$ cat src/rtl/sample_tx_pkg.sv
// Shared types and constants for the strobed-sample transmitter.
package sample_tx_pkg;

  // Launch FSM states
  typedef enum logic [1:0] {
    StIdle   = 2'd0,
    StStrobe = 2'd1,
    StGap    = 2'd2
  } state_e;

  localparam int unsigned GAP_CNT_W      = 4;
  localparam int unsigned COUNT_W        = 8;
  localparam int unsigned DEF_DATA_W     = 8;
  localparam int unsigned DEF_FIFO_DEPTH = 4;

endpackage

$ cat src/rtl/sample_fifo.sv
// Small synchronous FIFO; pointers carry one extra wrap bit to tell full from empty.
module sample_fifo
  import sample_tx_pkg::*;
#(
  parameter int unsigned DATA_W     = DEF_DATA_W,
  parameter int unsigned FIFO_DEPTH = DEF_FIFO_DEPTH
) (
  input  logic              clk,
  input  logic              rst_n,
  input  logic              push,
  input  logic [DATA_W-1:0] wdata,
  input  logic              pop,
  output logic [DATA_W-1:0] rdata,
  output logic              full,
  output logic              empty
);

  localparam int unsigned AW = $clog2(FIFO_DEPTH);
  localparam logic [AW:0] PtrOne = (AW + 1)'(1);

  logic [AW:0]       wr_ptr_q, rd_ptr_q;
  logic [DATA_W-1:0] mem_q [FIFO_DEPTH];
  logic              do_push, do_pop;

  assign full    = (wr_ptr_q[AW] != rd_ptr_q[AW]) && (wr_ptr_q[AW-1:0] == rd_ptr_q[AW-1:0]);
  assign empty   = (wr_ptr_q == rd_ptr_q);
  assign do_push = push && !full;
  assign do_pop  = pop && !empty;
  assign rdata   = mem_q[rd_ptr_q[AW-1:0]];

  // Pointer update; reset flushes the FIFO
  always_ff @(posedge clk or negedge rst_n) begin
    if (!rst_n) begin
      wr_ptr_q <= '0;
      rd_ptr_q <= '0;
    end else begin
      if (do_push) wr_ptr_q <= wr_ptr_q + PtrOne;
      if (do_pop)  rd_ptr_q <= rd_ptr_q + PtrOne;
    end
  end

  // Storage write; contents need no reset since pointers gate visibility
  always_ff @(posedge clk) begin
    if (do_push) mem_q[wr_ptr_q[AW-1:0]] <= wdata;
  end

endmodule

$ cat src/rtl/sample_strobe_tx.sv
// Strobed-sample transmitter: buffers upstream samples and replays each as data_o with a
// one-cycle strobe_o, spaced by GAP_CYCLES idle cycles.
// Optional build macro SAMPLE_TX_PARITY_EN adds parity_o (even parity of data_o).
module sample_strobe_tx
  import sample_tx_pkg::*;
#(
  parameter int unsigned DATA_W     = DEF_DATA_W,
  parameter int unsigned FIFO_DEPTH = DEF_FIFO_DEPTH,
  parameter int unsigned GAP_CYCLES = 1
) (
  input  logic               clk,
  input  logic               rst_n,
  input  logic               ena,
  input  logic [DATA_W-1:0]  in_data,
  input  logic               in_valid,
  output logic               in_ready,
  output logic [DATA_W-1:0]  data_o,
  output logic               strobe_o,
  output logic               busy_o,
  output logic [COUNT_W-1:0] sent_count
`ifdef SAMPLE_TX_PARITY_EN
  ,
  output logic               parity_o
`endif
);

  localparam bit NoGap = (GAP_CYCLES == 0);
  localparam logic [GAP_CNT_W-1:0] GapInit  = GAP_CNT_W'(NoGap ? 0 : GAP_CYCLES - 1);
  localparam logic [GAP_CNT_W-1:0] GapOne   = GAP_CNT_W'(1);
  localparam logic [COUNT_W-1:0]   CountOne = COUNT_W'(1);

  state_e               state_q, state_d;
  logic [GAP_CNT_W-1:0] gap_cnt_q, gap_cnt_d;
  logic [DATA_W-1:0]    data_q, data_d;
  logic                 strobe_q, strobe_d;
  logic [COUNT_W-1:0]   sent_q, sent_d;
  logic [DATA_W-1:0]    fifo_head;
  logic                 fifo_full, fifo_empty;
  logic                 launch;

  sample_fifo #(
    .DATA_W    (DATA_W),
    .FIFO_DEPTH(FIFO_DEPTH)
  ) u_fifo (
    .clk  (clk),
    .rst_n(rst_n),
    .push (in_valid),
    .wdata(in_data),
    .pop  (launch),
    .rdata(fifo_head),
    .full (fifo_full),
    .empty(fifo_empty)
  );

  // A new strobe may start from idle, at the end of the gap, or straight after a strobe
  // when no gap is configured
  assign launch = ena && !fifo_empty &&
                  ((state_q == StIdle) ||
                   ((state_q == StGap) && (gap_cnt_q == '0)) ||
                   ((state_q == StStrobe) && NoGap));

  assign in_ready   = !fifo_full;
  assign data_o     = data_q;
  assign strobe_o   = strobe_q;
  assign sent_count = sent_q;
  assign busy_o     = !fifo_empty || (state_q != StIdle);

  // Next-state, gap countdown and launch side effects
  always_comb begin
    state_d   = state_q;
    gap_cnt_d = gap_cnt_q;
    data_d    = data_q;
    strobe_d  = 1'b0;
    sent_d    = sent_q;
    unique case (state_q)
      StIdle: begin
        if (launch) state_d = StStrobe;
      end
      StStrobe: begin
        if (launch) begin
          state_d = StStrobe;
        end else if (!NoGap) begin
          state_d   = StGap;
          gap_cnt_d = GapInit;
        end else begin
          state_d = StIdle;
        end
      end
      StGap: begin
        if (gap_cnt_q != '0) begin
          gap_cnt_d = gap_cnt_q - GapOne;
        end else if (launch) begin
          state_d = StStrobe;
        end else begin
          state_d = StIdle;
        end
      end
      default: state_d = StIdle;
    endcase
    if (launch) begin
      data_d   = fifo_head;
      strobe_d = 1'b1;
      sent_d   = sent_q + CountOne;
    end
  end

  // State and output registers
  always_ff @(posedge clk or negedge rst_n) begin
    if (!rst_n) begin
      state_q   <= StIdle;
      gap_cnt_q <= '0;
      data_q    <= '0;
      strobe_q  <= 1'b0;
      sent_q    <= '0;
    end else begin
      state_q   <= state_d;
      gap_cnt_q <= gap_cnt_d;
      data_q    <= data_d;
      strobe_q  <= strobe_d;
      sent_q    <= sent_d;
    end
  end

`ifdef SAMPLE_TX_PARITY_EN
  logic parity_q;

  // Parity tracks data_o, so it only moves at a launch
  always_ff @(posedge clk or negedge rst_n) begin
    if (!rst_n) begin
      parity_q <= 1'b0;
    end else if (launch) begin
      parity_q <= ^fifo_head;
    end
  end

  assign parity_o = parity_q;
`endif

endmodule

$ cat config.mk
export PLATFORM = sky130hd
export DESIGN_NAME = sample_strobe_tx
export DESIGN_NICKNAME = d
export VERILOG_FILES = /design/src/rtl/sample_tx_pkg.sv /design/src/rtl/sample_fifo.sv /design/src/rtl/sample_strobe_tx.sv
export SDC_FILE = /design/constraint.sdc
export NUM_CORES = 1
export LEC_CHECK = 0
export CORE_MARGIN = 8
export CORE_UTILIZATION = 55
export DETAILED_ROUTE_END_ITERATION = 10
export PLACE_DENSITY_LB_ADDON = 0.3
export SYNTH_ARGS = -nofsm -noshare
export SYNTH_HDL_FRONTEND = slang
export SYNTH_SLANG_ARGS = --single-unit
$ cat constraint.sdc
create_clock -name clk -period 5.2 [get_ports clk]
set_input_delay 0.78 -clock clk [delete_from_list [all_inputs] [get_ports clk]]
set_output_delay 0.78 -clock clk [all_outputs]
set_load 0.05 [all_outputs]
# ---- Yosys cells after proc, flatten, opt, wreduce, memory -nomap -nowiden
# Memory sizes are Yosys's and may differ from the RTL's. A register that Yosys moved wholly into a read port is not among the register bits.
# Cells that the tools add are included.
dict set report word_totals {
  ff_bits 21
  mem_bits_rw 32
  input_bits 12
  out_inout_bits 19
  wordCells 49
  mem_count 1
}
dict set report classes {
  n_addsub 4
  n_eq_ne 9
  mux 11
  n_reduce_logical 18
}
# memory words word_bits read_ports rd_ports_with_merged_regs write_ports line_no
set mem_list {}
lappend mem_list {u_fifo.mem_q 4 8 1 1 1 sample_fifo.sv:22} ;# logic [DATA_W-1:0] mem_q [FIFO_DEPTH];
# operator count
set ops {}
lappend ops {{8-bit by 1-bit adder with 8-bit output, second input constant} 1}
lappend ops {{4-bit 2-to-1 mux} 2}
lappend ops {{4-bit case mux with 2 select lines} 1}
lappend ops {{3-bit by 1-bit adder with 3-bit output, second input constant} 2}
lappend ops {{1-bit logical AND} 6}
lappend ops {{2-bit 2-to-1 mux} 3}
lappend ops {{2-bit case mux with 3 select lines} 1}
lappend ops {{4-bit zero test} 1}
lappend ops {{1-bit 2-to-1 mux} 4}
lappend ops {{2-bit by 1-bit inequality test with 1-bit output, second input constant} 2}
lappend ops {{2-bit inequality test, second input constant} 2}
lappend ops {{2-bit nonzero test} 2}
lappend ops {{4-bit nonzero test} 1}
lappend ops {{4-bit by 1-bit subtractor with 4-bit output, second input constant} 1}
lappend ops {{3-bit equality test} 1}
lappend ops {{1-bit zero test} 3}
lappend ops {{3-bit AND reduction} 1}
lappend ops {{2-bit by 1-bit equality test with 1-bit output, second input constant} 1}
lappend ops {{2-bit equality test} 1}
lappend ops {{2-bit equality test, second input constant} 1}
lappend ops {{2-bit zero test} 1}
lappend ops {{1-bit logical OR} 2}
lappend ops {{2-bit AND reduction} 1}
lappend ops {{1-bit inequality test} 1}

# ---- Longest topological paths before layout
# Gate-level depths: netlist (run 1).
dict set report depth {
  ltp_word 7
  mapped_depth 8
  depth_no_buf 6
}

# ---- Cells and area by module
# A second synthesis (run 1) with hierarchy kept.
dict set report hier_totals {
  hier_cells 172
  area_unflattened_um2 2692.6
}
# mod n_inst cells_each area_per_inst_um2 seq_area_each_um2
set modules_own_cells {}
lappend modules_own_cells {sample_fifo 1 90 1660.3 1111.1}
lappend modules_own_cells {sample_strobe_tx 1 82 1032.2 575.6}

# ---- Worst setup path after synthesis (run 1)
# OpenSTA, ideal clock, no wires.
dict set report synth_path {
  path_type {reg2out}
  startpoint {register u_fifo.rd_ptr_q[0]}
  endpoint {output busy_o}
  arrival_time_ns 1.386
  required_time_ns 4.420
  slack_ns 3.034
  stages_incl_launch_ff 5
  path_buffers 1
  path_cell_list {dfrtp_1 -> buf_6 -> xnor2_4 -> nand3b_4 -> or3_1}
}
dict set report synth_via {
  elab_chain_cells 3
}
# element line_no
set synth_lines {}
lappend synth_lines {{from (decl)} sample_fifo.sv:21} ;# logic [AW:0] wr_ptr_q, rd_ptr_q;
lappend synth_lines {{from (signal assigned)} sample_fifo.sv:38} ;# if (do_pop) rd_ptr_q <= rd_ptr_q + PtrOne;
lappend synth_lines {{3-bit equality test} sample_fifo.sv:26} ;# assign empty = (wr_ptr_q == rd_ptr_q);
lappend synth_lines {{1-bit zero test} sample_strobe_tx.sv:66} ;# assign busy_o = !fifo_empty || (state_q != StIdle);
lappend synth_lines {{1-bit logical OR} sample_strobe_tx.sv:66}
lappend synth_lines {{to (decl)} sample_strobe_tx.sv:19} ;# output logic busy_o,
# Every way passes these cells.

# ---- Final worst setup path (run 1)
# Ends and elaborated chain as after synthesis.

==> results.md, run 1 <==
- The flow ran to the end, and the final reports show no timing, DRC or antenna violations.
- For this run, the share of the core covered by cells in the final layout is 67.7%.
- In the final layout, the share of cells above drive strength 1 is 18.6%.
- Counting along the longest clock path gives a buffer depth of 2.
- The count of warnings emitted by yosys is 0.
- The floorplan die area is 0.00731 mm^2.
- The via density per instance is 5.58.
- The number of global-route vias before repair was 1,445.
- The net load switching power is 796 uW.
- The initialized floorplan defines 25 standard-cell rows.
- Counting flops and latches in the post-synthesis netlist gives 61.
- The final cell count without fillers is 258.
- The cell at the slowest stage of the critical path is sky130_fd_sc_hd__dfrtp_1.
- The average instance in the mapped netlist occupies 16.2 um^2.
- TritonCTS built the clock tree.
- The number of port buffers is 30.
- 0 antenna diodes ended up in the layout.
- The critical path is of the register to output port type.
- Setup slack on the critical path of the routed design comes to 1.90 ns.
- The die is 85.5 um wide.
- The total leakage power is 1.25 nW.
- The total overflow reported by the global router is 0.
- The antenna violation net count after detailed routing is 0.
- The hold violation count in the final report was 0.
- The mapped netlist covers 0.00266 mm^2.
- After synthesis, flip-flops and latches occupy 63.5% of the total area.
- CTS saw 61 sinks.
- The initial core utilization is 56.6%.
- The number of antenna violations at the first check in global routing is 0.
- After synthesis, the share of flip-flops with an asynchronous set or reset is 47.5%.
- The number of standard cells after synthesis is 164.
- Summed over all instances, the cell type with the most area after synthesis is sky130_fd_sc_hd__edfxtp_1.
- The transition time of the tightest slew-check pin is 0.753 ns.
- The first-pass GRT wire length is 7450 um.
- The number of different library cells used by synthesis comes to 28.
- The part of the power in combinational logic is 40.8%.
- Clock-pin slew was measured on the worst setup and hold paths at 0.07 ns.
- The tightest hold margin is 0.497 ns.
- The clock latency at the later pin of the worst-skew pair is 0.33 ns.
- The worst hold path belongs to the class register to register.
- Among all flip-flop cells after synthesis, the most frequent one is sky130_fd_sc_hd__edfxtp_1.
- Internal power comes to 1.32 mW.
- The congestion estimate from routability-driven global placement came to 0.783.
- At the end of the flow, the number of nets in the layout was 219.
- The family with the most delay on the worst path is flip-flops.
- The power density over the cells is 668 mW/mm^2.
- After floorplanning, the core was sized to cover 0.00469 mm^2.
- The largest stage delay on the critical path is 0.80 ns.
- The achievable frequency is 0.303 GHz.
- The number of H-tree branching levels is 3.
- STA classifies the critical path endpoint as an output port.
- The normalized max-slew margin is 49.8%.
- The post-CTS setup-driven buffer insertion count is 0.
- The post-place setup slack is 2.22 ns.
- The final-report setup violation count is 0.
- The DRC violation count after routing is 0.
- The floorplan step set the die height to 85.5 um.
- Traced cell by cell, the critical path runs through xnor2_4 -> nand3b_4 -> or3_1 -> clkdlybuf4s50_1.
- The largest net degree at the start of global routing is 30.
- The number of hold buffers added after CTS was 0.
- The post-detailed-placement cell area is 0.00297 mm^2.
- The sum of net half-perimeters after detailed placement is 3100 um.
- The mean routed wirelength per cell is 17.9 um.
- The routed wire length is 4630 um.
- The number of buffer and inverter instances along the worst setup path is 1.
- The number of enable-type register cells in the synthesized netlist is 32.
- Of the total power, the share spent switching nets is 37.6%.
- Setup total negative slack on the finished layout was measured at 0 ns.
- The clock root buffer master is sky130_fd_sc_hd__clkbuf_8.
- The cell area after layout is 0.00317 mm^2.
- The iteration-0 DRC count of the detailed router is 80.
- The clock power share is 20.8%.
- The placed instance count is 242.
- The top cell type by area accounts for 36.2% of the synthesized area.
- The post-route minimum period is 3.30 ns.
- Clock tree synthesis inserted a total of 9 buffers.
- The launching element type of the critical path is a register.
- Setup repair after global routing left no endpoint under its margin.
- The total count of max-transition violations in the final report came to 0.
- Max-cap violations in this run came to 0.
- The maximum fanout along the worst path is 11.
- The area growth from synthesis to layout is 19.4%.
- Across all layers, the routed design uses 1,439 vias.
- The overall routing resource usage is 13.7%.
- The first detailed-routing pass took 4 iterations.
- In the finished design, the share of the clock period the worst path needs comes to 63.5%.
- Pin placement for this block handled 31 I/O pins.
- The total power of the final layout is 2.12 mW.
- STA puts the critical path data required time at 4.42 ns.
- The data arrival time of the worst path is 2.52 ns.
- The final clock skew is 0.00729 ns.
- The total of cells resized after clock tree synthesis is 0.
- VDD sags by at most 415 uV.
- In this run, flip-flops and latches consume 38.4% of the power.
- By area the synthesized netlist is led by sky130_fd_sc_hd__edfxtp_1 36%, sky130_fd_sc_hd__dfrtp_1 27%, sky130_fd_sc_hd__mux4_2 6.8%.
- The number of nets handed over by synthesis was 184.
-- power by group through the flow --
stage | clock [mW] | combinational (mW) | sequential [mW]
6_report | 0.440 | 0.865 | 0.815
5_1_grt | 0.473 | 0.916 | 0.840
4_1_cts | 0.449 | 0.876 | 0.819
2_1_floorplan | 0 | 0.532 | 0.956
3_3_place_gp | 0 | 0.854 | 0.817
3_5_place_dp | 0 | 0.871 | 0.825
-- layer usage --
layer / track usage [%] / up-vias / wire length (um)
li1: - / 677 / -
met1: 15.6 / 722 / 1940
met2: 21.9 / 35 / 2430
met3: 4.58 / 5 / 211
met4: 7.96 / 0 / 48
met5: 0 / - / 0
-- path summary, 6_finish.rpt --
path	slack, ns	end	depth (start not counted)	from
worst max register to register	2.37	sent_count[1]	6	gap_cnt_q[0]
max in group asynchronous	4.08	data_o[7]	2	rst_n
min in group asynchronous	0.84	u_fifo.rd_ptr_q[2]	2	rst_n
worst max-delay path	1.90	busy_o	4	u_fifo.rd_ptr_q[0]
worst min register to register	0.50	u_fifo.rd_ptr_q[2]	1	u_fifo.rd_ptr_q[2]
worst min-delay path	0.50	u_fifo.rd_ptr_q[2]	1	u_fifo.rd_ptr_q[2]
-- area by class of cell --
class                   instances  area (um^2)
repair buffers                 31          308
flip-flops and latches         61         1690
clock buffers                  11          131
fillers                       326         1520
clock inverters                 5         76.3
multi-input cells              91          886
inverters                       5         18.8
well taps                      54         67.6
-- Yosys cell counts (all sizes together) (6+ instances only) --
cell / n
dfrtp: 29
xnor2: 9
edfxtp: 32
and3: 6
mux4: 8
nand2: 11
ha: 8
mux2: 11
nand3: 9
-- state kept, by name, indices dropped and copies added, names as in the netlist --
register and count:
u_fifo.mem_q 32, data_o 8, sent_count 8, gap_cnt_q 4, u_fifo.rd_ptr_q 3, u_fifo.wr_ptr_q 3
state_q 2, strobe_o 1
-- logic make-up after synthesis --
family                     count (synthesis)  synth area share [%]
AOI/OAI and AO/OA                          9                  2.78
xor gates and xnor gates                  14                  6.03
adders and majority gates                  8                  3.77
buffers and inverters                     12                  3.20
DFF                                       61                  63.5
muxes                                     19                  12.4
and+or+nand+nor                           41                  8.33
-- cells in the final DEF, fill, tap and decap left out, types with 5 or more instances in the layout --
| master | instances |
|---|---|
| sky130_fd_sc_hd__clkdlybuf4s50_1 | 30 |
| sky130_fd_sc_hd__mux2_4 | 7 |
| sky130_fd_sc_hd__nor2_1 | 5 |
| sky130_fd_sc_hd__ha_1 | 8 |
| sky130_fd_sc_hd__dfrtp_1 | 29 |
| sky130_fd_sc_hd__mux4_2 | 8 |
| sky130_fd_sc_hd__inv_1 | 5 |
| sky130_fd_sc_hd__nand2_1 | 11 |
| sky130_fd_sc_hd__xnor2_1 | 7 |
| sky130_fd_sc_hd__clkbuf_8 | 9 |
| sky130_fd_sc_hd__and3_1 | 6 |
| sky130_fd_sc_hd__edfxtp_1 | 32 |
| sky130_fd_sc_hd__xor2_1 | 5 |
| sky130_fd_sc_hd__nand3_1 | 9 |
No activity file was read; power rests on OpenSTA's default activity.
==> run 2, diff against run 1 <==
==> constraint.sdc (replaced) <==
create_clock -name clk -period 3.35 [get_ports clk]
set_input_delay 0.5025 -clock clk [delete_from_list [all_inputs] [get_ports clk]]
set_output_delay 0.5025 -clock clk [all_outputs]
set_load 0.05 [all_outputs]
==> results.md, run 2 (synthesized netlist as in run 1, its figures left out) <==
- The flow ran to the end, and the final reports show no timing, DRC or antenna violations.
- The hold violation count in the final report is 0.
- In this run the clock root is driven by a sky130_fd_sc_hd__clkbuf_8.
- The via density per instance is 5.68.
- The iteration-0 DRC count of the detailed router is 143.
- The transition time of the tightest slew-check pin is 0.742 ns.
- The overall routing resource usage is 13.9%.
- The largest net degree at the start of global routing is 30.
- The total overflow reported by the global router is 0.
- At the end of the flow, the number of nets in the layout was 220.
- Summed over all cells, the static leakage comes to 1.26 nW.
- The vertical die dimension is 85.5 um.
- 31 I/O pins were placed.
- Counting the buffers created by CTS gives 9.
- The hold path depth is 1.
- The initialized floorplan defines 25 standard-cell rows.
- The number of antenna violations at the first check in global routing came to 0.
- The H-tree generated during clock tree synthesis spans 3 levels.
- The total of cells resized after clock tree synthesis is 0.
- Data on the critical path arrives at its endpoint at 2.40 ns.
- After clock tree synthesis, the setup repair step added 0 buffers.
- The register area is 0.00169 mm^2.
- The critical path data required time is 2.85 ns.
- The achievable frequency is 0.344 GHz.
- In this run the tightest slew margin relative to its limit is 50.5%.
- Across the routed clock network, the largest skew measured is 0.0117 ns.
- The launching element type of the critical path is a register.
- Summing all multi-input logic gate instances after layout gives 886 um^2.
- The first-pass GRT wire length is 7560 um.
- Dividing total power by cell area gives a power density of 1050 mW/mm^2.
- The core footprint is 0.00469 mm^2.
- Counting tap cells, the placed design contains a total of 243 instances.
- The number of global-route vias before repair is 1,567.
- In this run, post-CTS hold repair placed 0 buffers.
- The class of the worst hold path is register to register.
- The register with the most flip-flops in the layout has 32 of them.
- The clock latency at the later pin of the worst-skew pair is 0.34 ns.
- Measured in cells, the most critical reg-to-reg path has a length of 6.
- The ratio of cells with drive above 1 in the final layout is 20.5%.
- Setup repair after global routing left no endpoint under its margin.
- The total vias in the final route is 1,472.
- Leaving out filler cells and counting taps, the final layout contains 259.
- TritonCTS built the clock tree.
- The max capacitance violation total is 0.
- The total count of max-transition violations in the final report is 0.
- The total number of clock tree sinks is 61.
- The kind of end point of the critical path is an output port.
- In this run the tool buffered the top-level ports with 30 buffer cells.
- The worst path needs 2.90 ns of the cycle, external delays included.
- In this run the worst path has a maximum fanout of 11.
- The library cell used most frequently in the layout, excluding fill and tap cells, is sky130_fd_sc_hd__edfxtp_1.
- The critical path class is register to output port.
- Setup violations remaining at the end of the flow were counted as 0.
- The die boundary width is 85.5 um.
- The antenna diode instance count is 0.
- The final RePlAce weighted congestion is 0.857.
- Relative to the synthesized area, the layout overhead comes to 20.3%.
- After clock tree synthesis, the clock-pin slew on the worst setup and hold paths is 0.07 ns.
- The DRC violation count after routing is 0.
- The sum of net half-perimeters after detailed placement is 3190 um.
- Wires add up to 4570 um.
- In the layout the commonest cells are 32 x sky130_fd_sc_hd__edfxtp_1, 30 x sky130_fd_sc_hd__clkdlybuf4s50_1, 29 x sky130_fd_sc_hd__dfrtp_1.
- The initial core utilization is 56.6%.
- The final worst-path cycle share is 86.7%.
- The floorplan step defined a die boundary enclosing 0.00731 mm^2.
- VDD sags by at most 618 uV.
- The maximum root-to-sink buffer count is 2.
- The antenna violation net count after detailed routing is 0.
- The number of filler cells placed in the layout is 311.
- The number of detailed-routing iterations run before antenna repair is 4.
- The mean routed wirelength per cell is 17.7 um.
- The setup TNS is 0 ns.
run 2: changes by cell type in the layout (fill, tap and decap cells not counted):
cell                       change
sky130_fd_sc_hd__clkinv_4      +1
sky130_fd_sc_hd__buf_4         +1
sky130_fd_sc_hd__clkbuf_1      -2
sky130_fd_sc_hd__clkinv_2      +1
sky130_fd_sc_hd__clkinv_1      -1
sky130_fd_sc_hd__clkbuf_8      +1
run 2: power breakdown:
| group | switching (mW) | internal [mW] | leakage [nW] |
|---|---|---|---|
| registers | 0.207 | 1.03 | 0.653 |
| clock network | 0.286 | 0.437 | 0.112 |
| logic | 0.767 | 0.613 | 0.496 |
| total | 1.26 | 2.08 | 1.26 |
run 2: final timing paths:
kind	startpoint	end	slack, ns
hold reg to reg	sent_count[7]	sent_count[7]	0.48
min in group asynchronous	rst_n	data_o[5]	0.54
max in group asynchronous	rst_n	sent_count[6]	2.53
hold / removal	sent_count[7]	sent_count[7]	0.48
setup reg to reg	gap_cnt_q[0]	u_fifo.rd_ptr_q[1]	0.60
setup / recovery	u_fifo.rd_ptr_q[1]	busy_o	0.45
run 2: layout make-up:
type	count	share of cell area, %
Sequential cell	61	52.7
Timing Repair Buffer	32	9.86
Multi-Input combinational cell	91	27.7
Inverter	5	0.587
Clock buffer	10	4.30
Tap cell	54	2.11
Clock inverter	6	2.70
run 2: worst max-delay path: stages (launching register included):
cell	delay, ns
sky130_fd_sc_hd__dfrtp_1	0.70
sky130_fd_sc_hd__xnor2_4	0.19
sky130_fd_sc_hd__nand3b_4	0.15
sky130_fd_sc_hd__or3_1	0.33
sky130_fd_sc_hd__clkdlybuf4s50_1	0.71
run 2: per-stage QoR:
step / hold WS [ns] / util (%) / worst slack (ns) / power [mW] / area, um^2
2_1_floorplan: 0.207 / - / 1.32 / 2.31 / 2660
3_3_place_gp: 0.463 / 63.4 / 0.753 / 2.60 / 2970
3_5_place_dp: 0.469 / 63.4 / 0.617 / 2.65 / 2970
4_1_cts: 0.481 / 68.2 / 0.404 / 3.38 / 3200
5_1_grt: 0.491 / 68.2 / 0.329 / 3.52 / 3200
6_report: 0.476 / 68.2 / 0.445 / 3.34 / 3200
run 2: layer usage:
| layer | GRT usage, % | vias up | wire length (um) |
|---|---|---|---|
| met5 | 0 | - | 0 |
| met4 | 9.55 | 0 | 148 |
| met3 | 4.01 | 12 | 193 |
| met2 | 23.2 | 36 | 2300 |
| met1 | 14.8 | 744 | 1930 |
| li1 | - | 680 | - |
==> run 3, diff against run 2 <==
--- a/config.mk
+++ b/config.mk
@@ -5,8 +5,10 @@
 export SDC_FILE = /design/constraint.sdc
 export NUM_CORES = 1
 export LEC_CHECK = 0
+export CAP_MARGIN = 15
 export CORE_MARGIN = 8
 export CORE_UTILIZATION = 55
+export CTS_BUF_LIST = sky130_fd_sc_hd__clkbuf_16
 export DETAILED_ROUTE_END_ITERATION = 10
 export PLACE_DENSITY_LB_ADDON = 0.3
 export SYNTH_ARGS = -nofsm -noshare
==> results.md, run 3 (synthesized netlist as in run 1, its figures left out) <==
- The routed wire length is 4730 um.
- The cell area after layout is 0.00329 mm^2.
- The number of detailed-routing iterations run before antenna repair is 6.
- After detailed routing, the average wire length per cell comes to 18.3 um.
- The total overflow reported by the global router is 0.
- The layout overhead on the synthesized area is 23.8%.
- At the end of routability-driven placement, the weighted congestion stood at 0.857.
- After clock tree synthesis, the flow added hold-fix buffers numbering 0.
- The clock root buffer master is sky130_fd_sc_hd__clkbuf_16.
- The total of cells resized after clock tree synthesis is 0.
- The number of global-route vias before repair is 1,553.
- The initial utilization of the core area, before any placement, comes to 56.6%.
- Cells fill 70.1% of the core in the end.
- The placed instance count is 243.
- The floorplan die area is 0.00731 mm^2.
- The finished layout holds 259 standard cells, fillers aside.
- The post-detailed-placement cell area is 0.00297 mm^2.
- In the routed design, unresolved DRC markers number 0.
- Of the cells placed in the final design, the portion with a size suffix greater than 1 is 20.0%.
- On the worst path, the slowest cell contributes a delay of 0.72 ns.
- The met1 demand-to-capacity share in global routing is 15.6%.
- The total I/O pin count is 31.
- The total area inside the core boundary comes to 0.00469 mm^2.
- The vertical die dimension is 85.5 um.
- The setup TNS is 0 ns.
- The slack of the critical path is 0.423 ns.
- The register with the most flip-flops in the layout has 32 of them.
- The critical path class is register to output port.
- The worst setup path is captured at an output port.
- The power density over the cells is 1090 mW/mm^2.
- Setup repair after global routing left no endpoint under its margin.
- The number of antenna violations at the first check in global routing is 0.
- The floorplan step set the die width to 85.5 um.
- The met3 track demand over resource is 5.35%.
- Before CTS, the worst setup slack after placement is 0.617 ns.
- Dividing the detail-routed via count by the number of cells gives 5.69.
- Max-cap violations in this run came to 0.
- The analysis attributes to cell leakage a power of 1.30 nW.
- The net count of the finished layout is 220.
- Global routing used 14.2% of the available tracks.
- The final critical path takes up 87.4% of the cycle.
- The number of port buffers is 30.
- Clock-pin slew was measured on the worst setup and hold paths at 0.05 ns.
- The post-route minimum period is 2.93 ns.
- Walking the worst path, the cells encountered are xnor2_4 -> nand3b_4 -> or3_1 -> clkdlybuf4s50_1.
- The most common library cell in the layout ignoring fill and taps is sky130_fd_sc_hd__edfxtp_1.
- The final clock skew is 0.00366 ns.
- After floorplanning, the core was divided into 25 placement rows.
- The class of the worst hold path is register to register.
- The run finished with clean final reports.
- The antenna violation net count after detailed routing is 0.
- The maximum fanout along the worst path is 11.
- The post-CTS setup-driven buffer insertion count is 0.
- The global routing's busiest layer is met2.
- The antenna diode instance count is 0.
- The number of H-tree branching levels is 3.
- The total power of the final layout is 3.59 mW.
- The first-pass GRT wire length is 7720 um.
- The total vias in the final route is 1,474.
- The transition time of the tightest slew-check pin is 0.748 ns.
- The slowest stage of the critical path belongs to the cell sky130_fd_sc_hd__dfrtp_1.
- Measured against its own limit, the worst slew margin works out to 50.1%.
- The iteration-0 DRC count of the detailed router is 123.
- The total clock buffers created by CTS is 9.
- The critical path data required time is 2.85 ns.
- The largest net degree at the start of global routing is 30.
- Based on the critical path, the design can be clocked at up to 0.342 GHz.
- The met2 capacity usage during global routing is 23.6%.
- Hold is met by 0.473 ns.
- VDD sags by at most 623 uV.
- The sum of net half-perimeters after detailed placement is 3190 um.
- The total count of max-transition violations in the final report came to 0.
- The launching element type of the critical path is a register.
- Leaving out fill and tap cells, the most frequent cells in the layout are 32 x sky130_fd_sc_hd__edfxtp_1, 30 x sky130_fd_sc_hd__clkdlybuf4s50_1, 29 x sky130_fd_sc_hd__dfrtp_1.
- The later pin in the worst-skew pair is clocked with a latency of 0.33 ns.
- The maximum root-to-sink buffer count is 2.
- The data arrival time of the worst path is 2.42 ns.
- Setup violations remaining at the end of the flow were counted as 0.
- The CTS tree is built.
- CTS saw 61 sinks.
- The hold violation count in the final report was 0.
## run 3: changes by cell type in the layout (fill, tap and decap cells not counted)
cell / change
sky130_fd_sc_hd__clkbuf_16: +9
sky130_fd_sc_hd__clkbuf_8: -10
sky130_fd_sc_hd__clkinv_1: +1
## run 3: routing by layer
layer	part of all wire [%]	wire [um]
met5	0	0
met4	1.6	76
met3	4.1	193
met2	51	2400
met1	44	2060
## run 3: critical path, delay by kind of cell, from the launching register on
family,cells,cell delay (ns)
DFF,1,0.72
xor gates and xnor gates,1,0.19
buffers and inverters,1,0.71
and+or+nand+nor,2,0.48
## run 3: final timing paths
| path | depth (start not counted) | to | slack (ns) | from |
|---|---|---|---|---|
| worst max-delay path | 4 | busy_o | 0.42 | u_fifo.rd_ptr_q[1] |
| worst min-delay path | 1 | sent_count[7] | 0.47 | sent_count[7] |
| worst max register to register | 6 | u_fifo.rd_ptr_q[1] | 0.60 | gap_cnt_q[0] |
| worst min register to register | 1 | sent_count[7] | 0.47 | sent_count[7] |
| max in group asynchronous | 2 | sent_count[6] | 2.52 | rst_n |
| min in group asynchronous | 2 | state_q[1] | 0.56 | rst_n |
## run 3: cell type report
class | count | area [um^2]
Fill cell | 303 | 1400
Clock buffer | 9 | 225
Sequential cell | 61 | 1690
Clock inverter | 7 | 90.1
Tap cell | 54 | 67.6
Inverter | 5 | 18.8
Multi-Input combinational cell | 91 | 886
Timing Repair Buffer | 32 | 315
## run 3: power breakdown
| group | switching (mW) | internal (mW) |
|---|---|---|
| sequential | 0.213 | 1.04 |
| combinational | 0.770 | 0.613 |
| clock | 0.316 | 0.646 |
